<file path="config.mk">
export PLATFORM = sky130hd
export DESIGN_NAME = ultrasonic_ranger_flat
export DESIGN_NICKNAME = d
export VERILOG_FILES = /design/src/rtl/ultrasonic_ranger_pkg.sv /design/src/rtl/ultrasonic_ranger_if.sv /design/src/rtl/ultrasonic_ranger_echo_sync.sv /design/src/rtl/ultrasonic_ranger.sv /design/src/flat_wrapper.sv
export SDC_FILE = /design/constraint.sdc
export NUM_CORES = 1
export LEC_CHECK = 0
export ABC_AREA = 1
export CORE_ASPECT_RATIO = 0.9
export CORE_MARGIN = 2
export CORE_UTILIZATION = 63
export DETAILED_ROUTE_END_ITERATION = 8
export GPL_ROUTABILITY_DRIVEN = 0
export PLACE_DENSITY = 0.84
export SYNTH_ARGS = -nofsm -noshare
export SYNTH_HDL_FRONTEND = slang
export SYNTH_SLANG_ARGS = --single-unit
</file>
<file path="constraint.sdc">
create_clock -name clk_1m -period 5 [get_ports clk_1m]
set_clock_uncertainty 0.05 [all_clocks]
set_input_delay 0.5 -clock clk_1m [delete_from_list [all_inputs] [get_ports clk_1m]]
set_output_delay 0.5 -clock clk_1m [all_outputs]
set_load 0.01 [all_outputs]
</file>
<file path="src/rtl/ultrasonic_ranger_pkg.sv">
// Shared state encoding, default timing and sensor indices for the four-sensor ultrasonic ranger.
package ultrasonic_pkg;

    typedef enum logic [2:0] {
        GAP,
        TRIG,
        WAIT_RISE,
        MEASURE,
        EVAL
    } state_t;

    localparam int N_SENS = 4;
    localparam int US_PER_CM = 58;

    localparam int DEF_CNT_W        = 16;
    localparam int DEF_TRIG_US      = 10;
    localparam int DEF_ECHO_WAIT_US = 5000;
    localparam int DEF_ECHO_MAX_US  = 30000;
    localparam int DEF_GAP_US       = 10000;
    localparam int DEF_THRESH_US    = 30 * US_PER_CM;
    localparam int DEF_HYST_US      = 2 * US_PER_CM;

    localparam logic [1:0] SENS_FR = 2'd0;
    localparam logic [1:0] SENS_FL = 2'd1;
    localparam logic [1:0] SENS_R  = 2'd2;
    localparam logic [1:0] SENS_L  = 2'd3;

    // A clear flag drops below clr_lvl; an obstacle flag needs set_lvl to become clear again.
    function automatic logic next_flag(input logic        prev,
                                       input int unsigned width,
                                       input int unsigned clr_lvl,
                                       input int unsigned set_lvl);
        return prev ? (width >= clr_lvl) : (width >= set_lvl);
    endfunction

endpackage

</file>
<file path="src/rtl/ultrasonic_ranger_if.sv">
// Sensor-facing pins plus the flag bus handed to the obstacle-avoidance controller.
interface ultrasonic_ranger_if;
    logic       en;
    logic [3:0] echo;
    logic [3:0] trig;
    logic [3:0] distance_flag;
    logic       flag_valid;
    logic [3:0] sensor_err;

    modport slave (
        input  en,
        input  echo,
        output trig,
        output distance_flag,
        output flag_valid,
        output sensor_err
    );

    modport master (
        output en,
        output echo,
        input  trig,
        input  distance_flag,
        input  flag_valid,
        input  sensor_err
    );
endinterface

</file>
<file path="src/rtl/ultrasonic_ranger_echo_sync.sv">
// Two-flop synchronizer for the raw echo lines plus a delay register for edge pulses.
// Edge pulses appear two clocks after the pin changes; no backpressure.
module echo_sync #(
    parameter int W = 4
) (
    input  logic         clk,
    input  logic         rst,
    input  logic [W-1:0] i_echo,
    output logic [W-1:0] o_sync,
    output logic [W-1:0] o_rise,
    output logic [W-1:0] o_fall
);
    logic [W-1:0] r_meta;
    logic [W-1:0] r_sync;
    logic [W-1:0] r_prev;

    always_ff @(posedge clk or posedge rst) begin
        if (rst) begin
            r_meta <= '0;
            r_sync <= '0;
            r_prev <= '0;
        end else begin
            r_meta <= i_echo;
            r_sync <= r_meta;
            r_prev <= r_sync;
        end
    end

    assign o_sync = r_sync;
    assign o_rise = r_sync & ~r_prev;
    assign o_fall = ~r_sync & r_prev;
endmodule

</file>
<file path="src/rtl/ultrasonic_ranger.sv">
// Round-robin HC-SR04 ranger: times echo widths in us and updates per-sensor clear/obstacle flags.
// Flag updates 4 cycles after echo falls; en low stops new shots. ULTRA_HYST_EN adds a hysteresis band.
module ultrasonic_ranger
    import ultrasonic_pkg::*;
#(
    parameter int CNT_W        = DEF_CNT_W,
    parameter int TRIG_US      = DEF_TRIG_US,
    parameter int ECHO_WAIT_US = DEF_ECHO_WAIT_US,
    parameter int ECHO_MAX_US  = DEF_ECHO_MAX_US,
    parameter int GAP_US       = DEF_GAP_US,
    parameter int THRESH_US    = DEF_THRESH_US,
    parameter int HYST_US      = DEF_HYST_US
) (
    input  logic               clk_1m,
    input  logic               rst,
    ultrasonic_ranger_if.slave bus
);
    localparam logic [CNT_W-1:0] GAP_END  = CNT_W'(GAP_US - 1);
    localparam logic [CNT_W-1:0] TRIG_END = CNT_W'(TRIG_US - 1);
    localparam logic [CNT_W-1:0] WAIT_END = CNT_W'(ECHO_WAIT_US - 1);
    localparam logic [CNT_W-1:0] MAX_END  = CNT_W'(ECHO_MAX_US - 1);
    localparam logic [CNT_W-1:0] MAX_W    = CNT_W'(ECHO_MAX_US);
`ifdef ULTRA_HYST_EN
    localparam int SET_US = THRESH_US + HYST_US;
`else
    // Without hysteresis the set level collapses onto the clear level.
    localparam int SET_US = THRESH_US + 0 * HYST_US;
`endif

    state_t           r_state, w_state_nxt;
    logic [CNT_W-1:0] r_cnt, w_cnt_nxt;
    logic [CNT_W-1:0] r_width, w_width_nxt;
    logic [1:0]       r_sel, w_sel_nxt;
    logic             r_tmo, w_tmo_nxt;
    logic [3:0]       r_trig;
    logic [3:0]       r_flag;
    logic [3:0]       r_err;
    logic             r_flag_valid;
    logic [3:0]       w_sync, w_rise, w_fall;
    logic             w_flag_new;

    echo_sync #(.W(N_SENS)) u_echo_sync (
        .clk    (clk_1m),
        .rst    (rst),
        .i_echo (bus.echo),
        .o_sync (w_sync),
        .o_rise (w_rise),
        .o_fall (w_fall)
    );

    always_comb begin
        w_state_nxt = r_state;
        w_cnt_nxt   = r_cnt;
        w_width_nxt = r_width;
        w_tmo_nxt   = r_tmo;
        w_sel_nxt   = r_sel;
        case (r_state)
            GAP: begin
                // Counter parks at the end of the gap until en is high and every echo line is idle.
                if (r_cnt == GAP_END) begin
                    if (bus.en && !(|w_sync)) begin
                        w_state_nxt = TRIG;
                        w_cnt_nxt   = '0;
                    end
                end else begin
                    w_cnt_nxt = r_cnt + 1'b1;
                end
            end
            TRIG: begin
                if (r_cnt == TRIG_END) begin
                    w_state_nxt = WAIT_RISE;
                    w_cnt_nxt   = '0;
                end else begin
                    w_cnt_nxt = r_cnt + 1'b1;
                end
            end
            WAIT_RISE: begin
                if (w_rise[r_sel]) begin
                    w_state_nxt = MEASURE;
                    w_cnt_nxt   = '0;
                end else if (r_cnt == WAIT_END) begin
                    w_state_nxt = EVAL;
                    w_cnt_nxt   = '0;
                    w_width_nxt = MAX_W;
                    w_tmo_nxt   = 1'b1;
                end else begin
                    w_cnt_nxt = r_cnt + 1'b1;
                end
            end
            MEASURE: begin
                if (w_fall[r_sel]) begin
                    w_state_nxt = EVAL;
                    w_cnt_nxt   = '0;
                    w_width_nxt = r_cnt;
                    w_tmo_nxt   = 1'b0;
                end else if (r_cnt == MAX_END) begin
                    w_state_nxt = EVAL;
                    w_cnt_nxt   = '0;
                    w_width_nxt = MAX_W;
                    w_tmo_nxt   = 1'b0;
                end else begin
                    w_cnt_nxt = r_cnt + 1'b1;
                end
            end
            EVAL: begin
                w_state_nxt = GAP;
                w_cnt_nxt   = '0;
                w_sel_nxt   = r_sel + 2'd1;
            end
            default: begin
                w_state_nxt = GAP;
                w_cnt_nxt   = '0;
            end
        endcase
    end

    assign w_flag_new = next_flag(r_flag[r_sel], 32'(r_width), THRESH_US, SET_US);

    always_ff @(posedge clk_1m or posedge rst) begin
        if (rst) begin
            r_state      <= GAP;
            r_cnt        <= '0;
            r_width      <= '0;
            r_tmo        <= 1'b0;
            r_sel        <= SENS_FR;
            r_trig       <= 4'b0000;
            r_flag       <= 4'b1111;
            r_err        <= 4'b0000;
            r_flag_valid <= 1'b0;
        end else begin
            r_state      <= w_state_nxt;
            r_cnt        <= w_cnt_nxt;
            r_width      <= w_width_nxt;
            r_tmo        <= w_tmo_nxt;
            r_sel        <= w_sel_nxt;
            r_trig       <= (w_state_nxt == TRIG) ? (4'b0001 << w_sel_nxt) : 4'b0000;
            r_flag_valid <= (r_state == EVAL);
            if (r_state == EVAL) begin
                r_flag[r_sel] <= w_flag_new;
                r_err[r_sel]  <= r_tmo;
            end
        end
    end

    assign bus.trig          = r_trig;
    assign bus.distance_flag = r_flag;
    assign bus.flag_valid    = r_flag_valid;
    assign bus.sensor_err    = r_err;
endmodule

</file>
<file path="src/flat_wrapper.sv">
// flat-port wrapper written by rule: the top's interface ports become plain ports
module ultrasonic_ranger_flat import ultrasonic_pkg::*;
#(
    parameter int CNT_W        = DEF_CNT_W,
    parameter int TRIG_US      = DEF_TRIG_US,
    parameter int ECHO_WAIT_US = DEF_ECHO_WAIT_US,
    parameter int ECHO_MAX_US  = DEF_ECHO_MAX_US,
    parameter int GAP_US       = DEF_GAP_US,
    parameter int THRESH_US    = DEF_THRESH_US,
    parameter int HYST_US      = DEF_HYST_US
)
  (clk_1m, rst, bus_en, bus_echo, bus_trig, bus_distance_flag, bus_flag_valid, bus_sensor_err);
  ultrasonic_ranger_if bus_i ();
  input  logic clk_1m;
  input  logic rst;
  input wire logic [$bits(bus_i.en)-1:0] bus_en;
  input wire logic [$bits(bus_i.echo)-1:0] bus_echo;
  output wire logic [$bits(bus_i.trig)-1:0] bus_trig;
  output wire logic [$bits(bus_i.distance_flag)-1:0] bus_distance_flag;
  output wire logic [$bits(bus_i.flag_valid)-1:0] bus_flag_valid;
  output wire logic [$bits(bus_i.sensor_err)-1:0] bus_sensor_err;
  assign bus_i.en = bus_en;
  assign bus_i.echo = bus_echo;
  assign bus_trig = bus_i.trig;
  assign bus_distance_flag = bus_i.distance_flag;
  assign bus_flag_valid = bus_i.flag_valid;
  assign bus_sensor_err = bus_i.sensor_err;
  ultrasonic_ranger #(.CNT_W(CNT_W), .TRIG_US(TRIG_US), .ECHO_WAIT_US(ECHO_WAIT_US), .ECHO_MAX_US(ECHO_MAX_US), .GAP_US(GAP_US), .THRESH_US(THRESH_US), .HYST_US(HYST_US)) u_core (.clk_1m(clk_1m), .rst(rst), .bus(bus_i));
endmodule
</file>
Word level (Yosys, flattened, before mapping)
Cells that the tools add are included.
- register bits: 63
- latch bits: 0
- bits in writable memories: 0
- memory bits (read-only): 0
- bits of input ports: 7
- logic and storage cells: 78
- memories: 0
- $add $sub $neg: 2
- multiply operators: 0
- div/mod/pow operators: 0
- order comparisons: 3
- eq/ne operators: 13
- shift-type cells: 1
- multiplexer cells: 36
- bitwise logic cells: 4
- reduce and logical (&&, ||, !) cells: 7
- operators by type and width (cell ; count):
    two-way mux 16 bit ; 11
    one-hot mux 16 bit (4 select lines) ; 1
    one-hot mux 16 bit (2 select lines) ; 1
    two-way mux 3 bit ; 7
    adder 16 x 1 -> 16 bit (second input constant) ; 1
    == test 16 x 13 -> 1 bit (second input constant) ; 1
    == test 16 x 14 -> 1 bit (second input constant) ; 1
    == test 16 x 15 -> 1 bit (second input constant) ; 1
    == test 16 x 4 -> 1 bit (second input constant) ; 1
    greater-or-equal comparator 16 x 11 -> 1 bit (second input constant) ; 1
    one-hot mux 3 bit (4 select lines) ; 1
    bitwise AND 4 bit ; 2
    bitwise mux 4 bit ; 2
    NOT 4 bit ; 2
    two-way mux 1 bit ; 7
    == test 3 x 1 -> 1 bit (second input constant) ; 2
    == test 3 x 2 -> 1 bit (second input constant) ; 2
    binary-select mux 1 bit (select 2 bit) ; 2
    two-way mux 4 bit ; 1
    AND reduction 4 bit ; 1
    OR reduction 4 bit ; 1
    left shift 1 x 2 -> 4 bit (first input constant) ; 1
    == test 3 bit (second input constant) ; 1
    zero test 3 bit ; 1
    13 further kinds ; 14

Logic depth before layout (Yosys ltp)
- word-level depth: 8
- gate-level depth with buffers: 12
- depth with buffers taken out: 11

Cells and area by module
A second synthesis with hierarchy kept.
- cells, all modules: 450
- area, all modules: 3440.8 um^2
- by module, submodules not included (module ; times used ; cells each ; area each (um^2) ; seq. area each (um^2)):
    ultrasonic_ranger ; 1 ; 421 ; 3076.7 ; 1231.2
    echo_sync ; 1 ; 29 ; 364.1 ; 300.3

Worst setup path before layout
Ideal clock, no wire load.
- kind: reg2reg
- start point: register u_core.r_cnt[0]
- end point: register u_core.r_cnt[9]
- setup time: 0.121 ns
- arrival: 1.397 ns
- required time: 4.829 ns
- slack: 3.432 ns
- cell stages (with the launch flop): 12
- period minus slack after synthesis: 1.568 ns
- cells stage by stage: dfrtp_1 > ha_1 > nand2_1 > inv_1 > nand2_1 > nor2_4 > nand2_1 > nand3_2 > nand4_2 > inv_2 > buf_6 > nor2_1
- word-level cells in the longest chain between the ends: 4
- ends and longest elaborated chain (item ; line ; RTL):
    from (decl) ; ultrasonic_ranger.sv:31 ; logic [CNT_W-1:0] r_cnt, w_cnt_nxt;
    from (signal assigned) ; ultrasonic_ranger.sv:132 ; r_cnt <= w_cnt_nxt;
    adder 16 x 1 -> 16 bit, or another cell as far along ; -- ;
    two-way mux 16 bit (on tied branches) ; ultrasonic_ranger.sv:96, ultrasonic_ranger.sv:81 ;
    two-way mux 16 bit (on tied branches) ; ultrasonic_ranger.sv:91, ultrasonic_ranger.sv:78 ;
    one-hot mux 16 bit (4 select lines) ; ultrasonic_ranger.sv:57 ; case (r_state)
Parallel ways exist; a longest one is shown, timed or not.
A chain may end at the register's enable or synchronous reset.

Final worst setup path
- start point: register u_core.r_flag[1] (netlist: u_core.bus.distance_flag[1])
- end point: output bus_distance_flag[1]
- RTL lines (item ; line ; RTL):
    from (decl) ; ultrasonic_ranger.sv:36 ; logic [3:0] r_flag;
    from (signal, indexed assignment) ; ultrasonic_ranger.sv:139 ; r_flag[r_sel] <= w_flag_new;
    to (decl) ; flat_wrapper.sv:19 ; output wire logic [$bits(bus_i.distance_flag)-1:0] bus_distance_flag;
No word-level cell between the ends.

==> metrics.txt <==
outcome completed; maximum clock rate 0.507 GHz; worst endpoint required time 4.45 ns; GRT Util Overall 25.1%; Die W around 76 µm; Sequential Power Share 55.8%; initial antenna violation count 0; Yosys reg bits 61; share of layout cells above drive strength 1 about an eighth; first-pass GRT wire length 9920 µm; combinational share of power 2.1%; Post-route DRC 0; Detailed Place HPWL 4330 µm; Switching Fraction 23.9%; Rel. slew slack between 50 and 60%; syn_nets 366; actual slew at the worst max-slew pin 0.711 ns; Final Setup Violations 0; PwrDens approximately 270 nW/µm²; Static Leak 1.56 nW; CTS Hold Buffers Added 0; Seq/Total Area, Yosys 52.0%; Mapped Area 2940 µm²; Hold Vio Cnt, Final 0; Critical Path Source Type register; ANT nets after route 0; number of global-route vias before repair 2214; most common cell after layout, fill and taps aside nand2_1; DR vias/cell 5.36; most frequent cells in the layout 71 x nand2_1, 64 x nor2_1, 57 x dfrtp_1; Yosys warning count 0; initial drt markers around 170; P_sw 0.214 mW; buffer count from post-CTS setup fixing 0; Pre-Repair DR Iteration Count 4; CTS tree built; final total power 0.898 mW; cts bufs inserted 9; Row Count 23; largest net degree at the start of global routing 62; GRT Residual Overflow 0; CP Class reg2out; WL/cell 13.1 µm; Yosys cell types 31; Buffers on Ports 19; worst path bufs/invs 1; Syn Area/Cell 8.34 µm²; Reg clk slew, reported paths roughly 0.070 ns; Initial Util 65.6%; Place WS 3.15 ns; min Tclk post-route 1.97 ns; I/O pin count 20; routed wire length slightly below 6000 µm; max-slew violation count 0; Min-Delay Path Class reg2reg; Area growth syn-to-layout 14.4%; Top delay family on crit path flip-flops; worst IR drop on VDD 0.234 mV; die height approximately 69 µm; post-route clock period utilization 39.4%; vias 2402; crit-path cells clkdlybuf4s50_1; Mapped Cells 353; post-cts resize count 0; slowest library cell on the worst path dfstp_2; RSZ-0062 raised after global routing false; Clk pwr share 42.1%; internal power about 0.68 mW; # diodes 0; max-cap check violation count 0; root buffer cell clkbuf_8; CORE AREA 4490 µm²; Final WS setup 3.03 ns; clock tree buffer depth 2; Crit path largest cell delay 0.54 ns; Nets approximately 390; CP Capture Type output pin; clk sinks 61; worst skew pair latency roughly 0.35 ns; Max FO, Critical Path 2; setup_tns 0 ns; die area 5240 µm²; H-tree Lvls 3; Fin Hold WS 0.301 ns; crit path DAT around 1.4 ns
synthesized netlist by cell type:
master / number / area (µm²)
nand2_1: 71 / 267
nor2_1: 64 / 240
dfrtp_1: 57 / 1430
nand3_1: 39 / 195
inv_1: 38 / 143
o21ai_0: 12 / 60.1
nor3_1: 10 / 50.1
xor2_1: 8 / 70.1
inv_2: 7 / 26.3
ha_1: 6 / 75.1
nor2_2: 6 / 37.5
o21ai_1: 5 / 25.0
dfstp_2: 4 / 105
nand4_1: 3 / 18.8
o22ai_1: 3 / 18.8
buf_6: 2 / 22.5
nand3_2: 2 / 20.0
nand4_2: 2 / 25.0
nor3_2: 2 / 20.0
a21oi_1: 1 / 5.00
a21oi_2: 1 / 8.76
a31oi_1: 1 / 6.26
buf_2: 1 / 5.00
clkinv_1: 1 / 3.75
nand2_2: 1 / 6.26
nand2_4: 1 / 11.3
nand3b_1: 1 / 7.51
nand4_4: 1 / 21.3
nor2_4: 1 / 11.3
nor4_1: 1 / 6.26
or2_0: 1 / 6.26
final timing paths:
| path | startpoint | end | slack, ns | cells after the start |
|---|---|---|---|---|
| setup / recovery | u_core.bus.distance_flag[1]$_DFFE_PP1P_ | bus_distance_flag[1] | 3.03 | 1 |
| hold / removal | u_core.u_echo_sync.r_meta[0]$_DFF_PP0_ | u_core.u_echo_sync.o_sync[0]$_DFF_PP0_ | 0.30 | 0 |
| setup reg to reg | u_core.r_sel[0]$_DFF_PP0_ | u_core.bus.trig[2]$_DFF_PP0_ | 3.14 | 6 |
| hold reg to reg | u_core.u_echo_sync.r_meta[0]$_DFF_PP0_ | u_core.u_echo_sync.o_sync[0]$_DFF_PP0_ | 0.30 | 0 |
| max in group asynchronous | rst | u_core.r_cnt[8]$_DFFE_PP0P_ | 3.80 | 3 |
| min in group asynchronous | rst | u_core.r_width[8]$_DFFE_PP0P_ | 0.61 | 3 |
kinds of logic after synthesis:
logic type / count (synthesis) / share of synthesized area [%]
simple gates: 206 / 32.0
flops: 61 / 52.0
buf+inv: 49 / 6.80
compound gates: 23 / 4.21
xor+xnor: 8 / 2.38
fa+ha+maj: 6 / 2.55
area by class of cell:
type                    instances  area [µm²]
inverters                      46         173
multi-input cells             243        1210
fillers                       345        1120
well taps                      62        77.6
flip-flops and latches         61        1530
repair buffers                 20         198
clock inverters                 7        52.6
clock buffers                   9         124
power by group through the flow:
stage | Clock [mW] | Combinational, mW | Sequential, mW
after floorplan | 0 | 0.0113 | 0.510
after global placement | 0 | 0.0194 | 0.510
after detailed placement | 0 | 0.0198 | 0.510
after CTS | 0.380 | 0.0199 | 0.501
after global routing | 0.408 | 0.0224 | 0.502
final | 0.378 | 0.0190 | 0.501
stage by stage:
stage          utilization, %  area (µm²)  std cells
6_report                 75.0        3370        448
5_1_grt                  75.0        3370        448
4_1_cts                  75.0        3370        448
3_5_place_dp             71.1        3190        432
3_3_place_gp             71.1        3190        432
2_1_floorplan               -        2940        353
routing by layer:
metal	track usage (%)	part of all wire, %	wire, µm	up-vias
li1	-	-	-	1182
met1	32.2	44	2600	1111
met2	40.5	45	2670	95
met3	8.59	7.6	444	14
met4	9.55	2.6	155	0
met5	0	0	0	-
worst reg2reg max path, delay by kind of cell, from the launching register on:
family                   cells  cell delay (ns)
flip-flops                   1             0.55
AO/OA/AOI/OAI                1             0.41
adder cells (fa/ha/maj)      1             0.29
buffers and inverters        3             0.26
AND/OR/NAND/NOR              1             0.21
flip-flops by register name (all words and copies together) (netlist names):
register                   count
u_core.bus.flag_valid          1
u_core.u_echo_sync.r_prev      4
u_core.r_state                 3
u_core.r_sel                   2
u_core.bus.distance_flag       4
u_core.bus.sensor_err          4
u_core.r_tmo                   1
u_core.r_cnt                  16
u_core.u_echo_sync.r_meta      4
u_core.r_width                14
u_core.bus.trig                4
u_core.u_echo_sync.o_sync      4
No activity file was read; power rests on OpenSTA's default activity.
